## src/rtl/instr_encoder.sv

```systemverilog
// rtl/instr_encoder.sv - RV32I instruction encoder with immediate range checks and a 2-entry address-tagged output buffer
module instr_encoder #(
    parameter logic [31:0] BASE_ADDR = 32'h0000_0000
) (
    input  logic        clk,
    input  logic        rst,
    input  logic        in_valid,
    output logic        in_ready,
    input  logic [3:0]  op_sel,
    input  logic [4:0]  rd,
    input  logic [4:0]  rs1,
    input  logic [4:0]  rs2,
    input  logic [31:0] imm,
    input  logic        addr_clr,
    output logic        out_valid,
    input  logic        out_ready,
    output logic [31:0] out_instr,
    output logic [31:0] out_addr,
    output logic        err_pulse,
    output logic [7:0]  err_count
);

    localparam logic [6:0] OPC_R    = 7'b0110011;
    localparam logic [6:0] OPC_IMM  = 7'b0010011;
    localparam logic [6:0] OPC_LOAD = 7'b0000011;
    localparam logic [6:0] OPC_STOR = 7'b0100011;
    localparam logic [6:0] OPC_BR   = 7'b1100011;
    localparam logic [6:0] OPC_LUI  = 7'b0110111;

    typedef enum logic [1:0] {
        OCC_EMPTY = 2'd0,
        OCC_ONE   = 2'd1,
        OCC_TWO   = 2'd2
    } occ_t;

    occ_t        occ_q, occ_d;
    logic [31:0] addr_q, addr_d;
    logic [31:0] slot0_instr_q, slot0_instr_d;
    logic [31:0] slot0_addr_q, slot0_addr_d;
    logic [31:0] slot1_instr_q, slot1_instr_d;
    logic [31:0] slot1_addr_q, slot1_addr_d;
    logic        err_pulse_q, err_pulse_d;
    logic [7:0]  err_count_q, err_count_d;

    logic [31:0] enc_word;
    logic        enc_legal;
    logic        imm12_ok;
    logic        imm13_ok;
    logic        accept;
    logic        push;
    logic        pop;
    logic [31:0] push_addr;

    // Signed 12-bit fits when bits [31:11] are a pure sign extension; 13-bit likewise from bit 12.
    assign imm12_ok = (&imm[31:11]) | ~(|imm[31:11]);
    assign imm13_ok = (&imm[31:12]) | ~(|imm[31:12]);

    always_comb begin
        enc_word  = 32'h0;
        enc_legal = 1'b1;
        case (op_sel)
            4'd0: enc_word = {7'b0000000, rs2, rs1, 3'b000, rd, OPC_R};
            4'd1: enc_word = {7'b0100000, rs2, rs1, 3'b000, rd, OPC_R};
            4'd2: enc_word = {7'b0000000, rs2, rs1, 3'b111, rd, OPC_R};
            4'd3: enc_word = {7'b0000000, rs2, rs1, 3'b110, rd, OPC_R};
            4'd4: begin
                enc_word  = {imm[11:0], rs1, 3'b000, rd, OPC_IMM};
                enc_legal = imm12_ok;
            end
            4'd5: begin
                enc_word  = {imm[11:0], rs1, 3'b110, rd, OPC_IMM};
                enc_legal = imm12_ok;
            end
            4'd6: begin
                enc_word  = {imm[11:0], rs1, 3'b010, rd, OPC_LOAD};
                enc_legal = imm12_ok;
            end
            4'd7: begin
                enc_word  = {imm[11:5], rs2, rs1, 3'b010, imm[4:0], OPC_STOR};
                enc_legal = imm12_ok;
            end
            4'd8: begin
                enc_word  = {imm[12], imm[10:5], rs2, rs1, 3'b000, imm[4:1], imm[11], OPC_BR};
                enc_legal = imm13_ok & ~imm[0];
            end
            4'd9: begin
                enc_word  = {imm[12], imm[10:5], rs2, rs1, 3'b100, imm[4:1], imm[11], OPC_BR};
                enc_legal = imm13_ok & ~imm[0];
            end
            4'd10: enc_word = {imm[31:12], rd, OPC_LUI};
            default: enc_legal = 1'b0;
        endcase
    end

    assign in_ready  = (occ_q != OCC_TWO);
    assign out_valid = (occ_q != OCC_EMPTY);
    assign accept    = in_valid & in_ready;
    assign push      = accept & enc_legal;
    assign pop       = out_valid & out_ready;
    // A clear in the same cycle as a push tags that word with the base address.
    assign push_addr = addr_clr ? BASE_ADDR : addr_q;

    always_comb begin
        addr_d = addr_q;
        if (push) begin
            addr_d = push_addr + 32'd4;
        end else if (addr_clr) begin
            addr_d = BASE_ADDR;
        end
    end

    always_comb begin
        err_pulse_d = accept & ~enc_legal;
        err_count_d = err_count_q;
        if (accept && !enc_legal && err_count_q != 8'hFF) begin
            err_count_d = err_count_q + 8'd1;
        end
    end

    // Slot 0 is always the head; it keeps its last contents while empty so the outputs never go X.
    always_comb begin
        occ_d         = occ_q;
        slot0_instr_d = slot0_instr_q;
        slot0_addr_d  = slot0_addr_q;
        slot1_instr_d = slot1_instr_q;
        slot1_addr_d  = slot1_addr_q;
        case (occ_q)
            OCC_EMPTY: begin
                if (push) begin
                    slot0_instr_d = enc_word;
                    slot0_addr_d  = push_addr;
                    occ_d         = OCC_ONE;
                end
            end
            OCC_ONE: begin
                if (push && pop) begin
                    slot0_instr_d = enc_word;
                    slot0_addr_d  = push_addr;
                end else if (push) begin
                    slot1_instr_d = enc_word;
                    slot1_addr_d  = push_addr;
                    occ_d         = OCC_TWO;
                end else if (pop) begin
                    occ_d = OCC_EMPTY;
                end
            end
            OCC_TWO: begin
                if (pop) begin
                    slot0_instr_d = slot1_instr_q;
                    slot0_addr_d  = slot1_addr_q;
                    occ_d         = OCC_ONE;
                end
            end
            default: occ_d = OCC_EMPTY;
        endcase
    end

    always_ff @(posedge clk) begin
        if (rst) begin
            occ_q         <= OCC_EMPTY;
            addr_q        <= BASE_ADDR;
            slot0_instr_q <= 32'h0;
            slot0_addr_q  <= 32'h0;
            slot1_instr_q <= 32'h0;
            slot1_addr_q  <= 32'h0;
            err_pulse_q   <= 1'b0;
            err_count_q   <= 8'h0;
        end else begin
            occ_q         <= occ_d;
            addr_q        <= addr_d;
            slot0_instr_q <= slot0_instr_d;
            slot0_addr_q  <= slot0_addr_d;
            slot1_instr_q <= slot1_instr_d;
            slot1_addr_q  <= slot1_addr_d;
            err_pulse_q   <= err_pulse_d;
            err_count_q   <= err_count_d;
        end
    end

    assign out_instr = slot0_instr_q;
    assign out_addr  = slot0_addr_q;
    assign err_pulse = err_pulse_q;
    assign err_count = err_count_q;

endmodule

```

## config.mk

```make
export PLATFORM = sky130hd
export DESIGN_NAME = instr_encoder
export DESIGN_NICKNAME = d
export VERILOG_FILES = /design/src/rtl/instr_encoder.sv
export SDC_FILE = /design/constraint.sdc
export NUM_CORES = 1
export LEC_CHECK = 0
export BUFFER_PORTS_ARGS = -buffer_cell sky130_fd_sc_hd__buf_2
export CORE_ASPECT_RATIO = 0.5
export CORE_MARGIN = 1.5
export CORE_UTILIZATION = 30
export DETAILED_ROUTE_END_ITERATION = 6
export PLACE_DENSITY = 0.55
export SLEW_MARGIN = 10
export SYNTH_ARGS = -nofsm -noshare
export SYNTH_HDL_FRONTEND = slang
export SYNTH_SLANG_ARGS = --single-unit
```

## constraint.sdc

```tcl
create_clock -name clk -period 3.5 [get_ports clk]
set_input_delay 0.525 -clock clk [delete_from_list [all_inputs] [get_ports clk]]
set_output_delay 0.525 -clock clk [all_outputs]
set_load 0.01 [all_outputs]
```

; ---- After elaboration in Yosys (flattened, before gate mapping)
; Cells that the tools add are included.
[word_totals]
wordCells = 77
input_bits = 56
regBits = 171
out_inout_bits = 75
[classes]
reduce_logical = 18
eq_ne = 19
muxes = 18
n_bitwise = 12
n_addsub = 2
[ops]
columns = operator, count
row1 = case mux 32 bit (11 select lines), 1
row2 = two-way mux 32 bit, 8
row3 = case mux 32 bit (3 select lines), 2
row4 = adder 32 x 3 -> 32 bit (second input constant), 1
row5 = AND reduction 21 bit, 1
row6 = OR reduction 21 bit, 1
row7 = AND reduction 20 bit, 1
row8 = OR reduction 20 bit, 1
row9 = == test 4 x 3 -> 1 bit (second input constant), 4
row10 = == test 4 bit (second input constant), 3
row11 = two-way mux 2 bit, 5
row12 = inequality test 2 bit (second input constant), 5
row13 = adder 8 x 1 -> 8 bit (second input constant), 1
row14 = == test 4 x 2 -> 1 bit (second input constant), 2
row15 = inequality test 8 bit (second input constant), 1
row16 = AND reduction 4 bit, 2
row17 = case mux 2 bit (3 select lines), 1
row18 = bitwise AND 1 bit, 5
row19 = NOT 1 bit, 5
row20 = OR reduction 5 bit, 1
row21 = == test 4 x 1 -> 1 bit (second input constant), 1
row22 = logical NOT 4 bit, 1
row23 = OR reduction 4 bit, 1
row24 = logical AND 1 bit, 3
row25 = other kinds (11), 12

; ---- Longest topological paths before layout
[depth]
ltp_word = 9
depth_mapped = 12
mapped_depth_nobuf = 9

; ---- Least setup slack after synthesis
; OpenSTA, ideal clock, no wires.
[synth_path]
kind = input -> register
startpoint = input addr_clr
endpoint = register addr_q[28]
setup_slack_ps = 426
setup_ps = 116
required_ps = 3384
arrival_time_ps = 2958
stages = 12
n_path_buf = 3
path_cell_list = clkbuf_1 clkbuf_1 clkbuf_1 nor2b_1 ha_1 nand4b_1 nor3_1 and4_1 nand3_1 nor3_1 a21oi_1 a31o_2
[synth_via]
elab_chain_cells = 3
[synth_lines]
columns = element, line_no
row1 = "start, declared", 14  ; input logic addr_clr,
row2 = two-way mux 32 bit, -
row3 = named net push_addr[3], 52  ; logic [31:0] push_addr;
row4 = adder 32 x 3 -> 32 bit, 106  ; addr_d = push_addr + 32'd4;
row5 = two-way mux 32 bit, 105  ; if (push) begin
row6 = "end signal, assigned", 170  ; addr_q <= addr_d;
row7 = "end, declared", 37  ; logic [31:0] addr_q, addr_d;
; The timed path passes the listed nets, and every way through them passes these cells.
; A chain may end at the register's enable or synchronous reset.

; ---- Worst setup path after layout
[layout_path]
startpoint = input op_sel[1]
endpoint = register slot0_addr_q[13] (netlist: out_addr[13])
[layout_via]
elab_chain_cells = 7
elab_cells_between_ends = 20
classes_between = eq/ne: 12 / mux: 1 / bitwise: 1 / reduce/logical: 6
[layout_lines]
columns = element, line_no
row1 = "start, declared", 9  ; input logic [3:0] op_sel,
row2 = "== test 4 bit, or another cell as far along", 61  ; case (op_sel)
row3 = "OR reduction 5 bit (no source line), or another cell as far along", -
row4 = case mux 1 bit (3 select lines) *, 61
row5 = bitwise AND 1 bit *, 98  ; assign push = accept & enc_legal;
row6 = logical AND 1 bit, 136  ; if (push && pop) begin
row7 = inequality test 2 bit (no source line), -
row8 = AND reduction 4 bit (no source line) *, -
row9 = "end signal, assigned", 172  ; slot0_addr_q <= slot0_addr_d;
row10 = "end, declared", 39  ; logic [31:0] slot0_addr_q, slot0_addr_d;
; Every way passes the cells marked *; elsewhere a longest branch is shown, timed or not.

==> summary.txt <==
Synth
  • Count leader, synth: nand2_1
  • Synth warn: 0
  • Post-synth top area share: 43.11%
  • Largest family of logic cells by synthesized area: simple AND/OR/NAND/NOR gates
  • Synth Area in Adders: 0.3227%
  • Ys flop type: dfxtp_1
  • Number of library cell types mapped by synthesis: 60
  • Xor and xnor area share after synthesis: 2.711%
  • Post-synth top cells: 171 x nand2_1, 167 x dfxtp_1, 139 x nor2_1, 85 x a21oi_1, 51 x clkbuf_1
  • Multiplexer share of the synthesized area: 0.6615%
  • Largest cells by area after synthesis: dfxtp_1 43%, nand2_1 8.3%, nor2_1 6.7%
  • Synth area leader: dfxtp_1
  • Mapped Area: 7755 um2
  • Syn Nets: 1,052
  • Post-Synth Simple-Gate Area: 29.59%
  • EDFF count, synth: 0
  • Sequential share of the synthesized area: between 40 and 50%
  • Async set or reset register ratio after synthesis: 0%
  • Compound-Gate Fraction of Synth Area: 18.47%
  • Syn_area_per_cell: 7.802 um2
  • Cells after synthesis: roughly 1,000
  • Register bit count reported by yosys: 167

Power
  • Net Switching: about 1.1 mW
  • Leakage power: 3.434 nW
  • Seq pwr share: 46.0%
  • Combinational share of power: under 10%
  • Cell-internal power: between 3 and 4 mW
  • Sw Share: around 26%
  • Clock power share: a little under half
  • Design Power: approximately 4.3 mW
  • Max VDD drop: about 310 uV
  • PwrDens: 456.5 nW/um2

Clocking
  • Worst skew pair latency: 0.43 ns
  • TritonCTS Sinks: around 170
  • H-tree depth: 4
  • Clk slew on worst S/H paths: 0.06 ns
  • Longest Clk Path Bufs: 2
  • Setup Fix Bufs, Post-CTS: 0
  • Root Buffer: clkbuf_16
  • Post-CTS Hold Fix Bufs: 0
  • CTS tree: yes
  • Post-CTS resize count: 0
  • Cts bufs inserted: 17

Drt
  • Post-route ant nets: 0
  • Via-per-instance ratio: 5.167
  • DRC errors left: 0
  • Vias: 7,456
  • Final WL: roughly 24,000 um
  • Drt first pass iters: 6
  • DRC violation total after the first TritonRoute iteration: ~670
  • Wire per inst: around 16 um

Worst setup path
  • Delay-heaviest family, CP: compound AO/OA/AOI/OAI gates
  • Crit-path max cell delay: 0.48 ns
  • Crit path from: op_sel[1]
  • CP bufs+invs: 2
  • CP arrival: 3.23 ns
  • Worst Path Required: 3.83 ns
  • Critical path launch point type: primary input
  • Reg2reg start: addr_q[3]
  • Crit Path Class: primary input to flop
  • Worst R2R Setup Slack: ~0.99 ns
  • Crit path max fanout: 83
  • Crit-path cells: buf_2 -> nor3b_2 -> a21oi_1 -> nor3_2 -> o311ai_2 -> o31ai_4 -> buf_12 -> nor2_1 -> a311oi_1
  • Slowest CP cell: nor3b_2
  • CP Capture Type: flop
  • RR Endpoint: addr_q[30]
  • R2r worst-path depth: 8

STA
  • Final Max Tran Viols: 0
  • Post-layout min period: 2.902 ns
  • Total negative slack: 0 ns
  • Clk_skew: between 0.015 and 0.02 ns
  • RSZ-0062 raised after global routing: no
  • Fmax: about 340 MHz
  • Relative slew margins: 35.78%
  • Setup violations, final: 0
  • Final Hold Viols: 0
  • Final Cycle Share: 82.90%
  • Least-Margin Pin Slew: 0.9618 ns

Global route
  • GR Util met1: 24.25%
  • M2 GR Usage: ~28%
  • GR Util met3: 3.809%
  • Vias in the first global route: 7,043
  • Pin count of the biggest net entering global routing: 84
  • First-pass GRT wire length: 37,940 um
  • GRT Residual Overflow: 0
  • Total GRT Usage: approximately 18%
  • Antenna violations before repair: 1
  • Most used routing layer: met2

Floorplanning
  • Die X: 230.4 um
  • Core Rows: 41
  • Top Ports: 131
  • Starting density of the core: 30.66%
  • Die height: 116.7 um
  • Core region area: 25,290 um2
  • Die area: 26,880 um2

Hold path
  • HP Class: primary input to flop
  • Worst hold path startpoint: out_ready
  • Hold Path Sink: occ_q[1]
  • Hold Path Depth: 4

Finish
  • Fin area: around 9300 um2
  • Area growth syn-to-layout: 20.14%
  • Layout cell share with drive strength beyond 1: 18.49%
  • # nets final: 1,143

Placement
  • Detailed Place HPWL: 15,680 um
  • # port buffers: 129
  • Placed inst area: 8713 um2
  • GPL Wtd Cong: 0.8369

Run
  • Number of max-cap violations: 0

Outcome
  • Outcome: complete, no violations
cell usage in the layout, fill, tap and decap left out, types with 18 or more instances in the layout:
cell | Yosys | routed
dfxtp_1 | 167 | 167
a21oi_1 | 85 | 85
nor2b_1 | 36 | 35
xor2_1 | 20 | 20
a311oi_1 | 23 | 23
nand4_1 | 24 | 24
nor2_1 | 139 | 139
buf_4 | 7 | 18
nand2_1 | 171 | 171
buf_2 | 15 | 128
a211oi_1 | 30 | 30
nor3_1 | 37 | 37
tightest hold or removal path: cells and delay by family:
family	cells	cell delay [ns]
AND/OR/NAND/NOR	3	0.17
buffers and inverters	1	0.11
area by class of cell:
cell class | count | area [um2]
inverters | 14 | 52.55
fillers | 2642 | 15970
diodes | 1 | 2.502
well taps | 344 | 430.4
flip-flops and latches | 167 | 3343
repair buffers | 149 | 835.8
clock buffers | 20 | 456.7
clock inverters | 12 | 143.9
multi-input cells | 736 | 4051
stage by stage:
stage / setup slack [ns] / instances / hold WS, ns / util [%]
floorplan: 0.4263 / 994 / 0.4364 / -
global placement: 0.3473 / 1410 / 0.4397 / 34.45
detailed placement: 0.2491 / 1410 / 0.4446 / 34.45
CTS: 0.6539 / 1442 / 0.3997 / 36.83
global route: 0.4421 / 1443 / 0.4379 / 36.84
finish: 0.5985 / 1443 / 0.4143 / 36.84
power groups by stage:
stage / clock [mW] / combinational [mW] / sequential, mW
final: 1.94 / 0.360 / 1.96
after global routing: 2.06 / 0.396 / 1.96
after CTS: 1.97 / 0.360 / 1.96
after detailed placement: 0 / 0.358 / 2.00
after global placement: 0 / 0.355 / 2.00
after floorplan: 0 / 0.199 / 2.01
logic make-up (layout without fill, tap and decap cells):
| logic type | count (synthesis) | count (layout) |
|---|---|---|
| AOI/OAI and AO/OA | 210 | 210 |
| xor gates and xnor gates | 24 | 24 |
| adders and majority gates | 2 | 2 |
| buffers and inverters | 91 | 195 |
| DFF | 167 | 167 |
| muxes | 5 | 5 |
| other | 1 | 2 |
| and+or+nand+nor | 494 | 494 |
worst max-delay path by stage:
stage | end | slack (ns) | cells after the start
CTS | out_addr[13] | 0.65 | 9
detailed placement | out_addr[13] | 0.25 | 9
global placement | out_instr[12] | 0.35 | 9
global route | out_addr[24] | 0.44 | 9
floorplan | addr_q[28] | 0.43 | 12
finish | out_addr[13] | 0.60 | 9
layer usage:
layer	vias to the layer above	share of wire, %
met4	0	1.4
met5	-	0
met3	21	5.9
met1	3578	48
met2	200	45
li1	3657	-
sequential cells by signal, indices dropped and copies added, names as in the netlist:
register,count
addr_q,32
err_count,8
err_pulse,1
occ_q,2
out_addr,32
out_instr,30
slot1_addr_q,32
slot1_instr_q,30
Power figures use the tool's default switching activity.
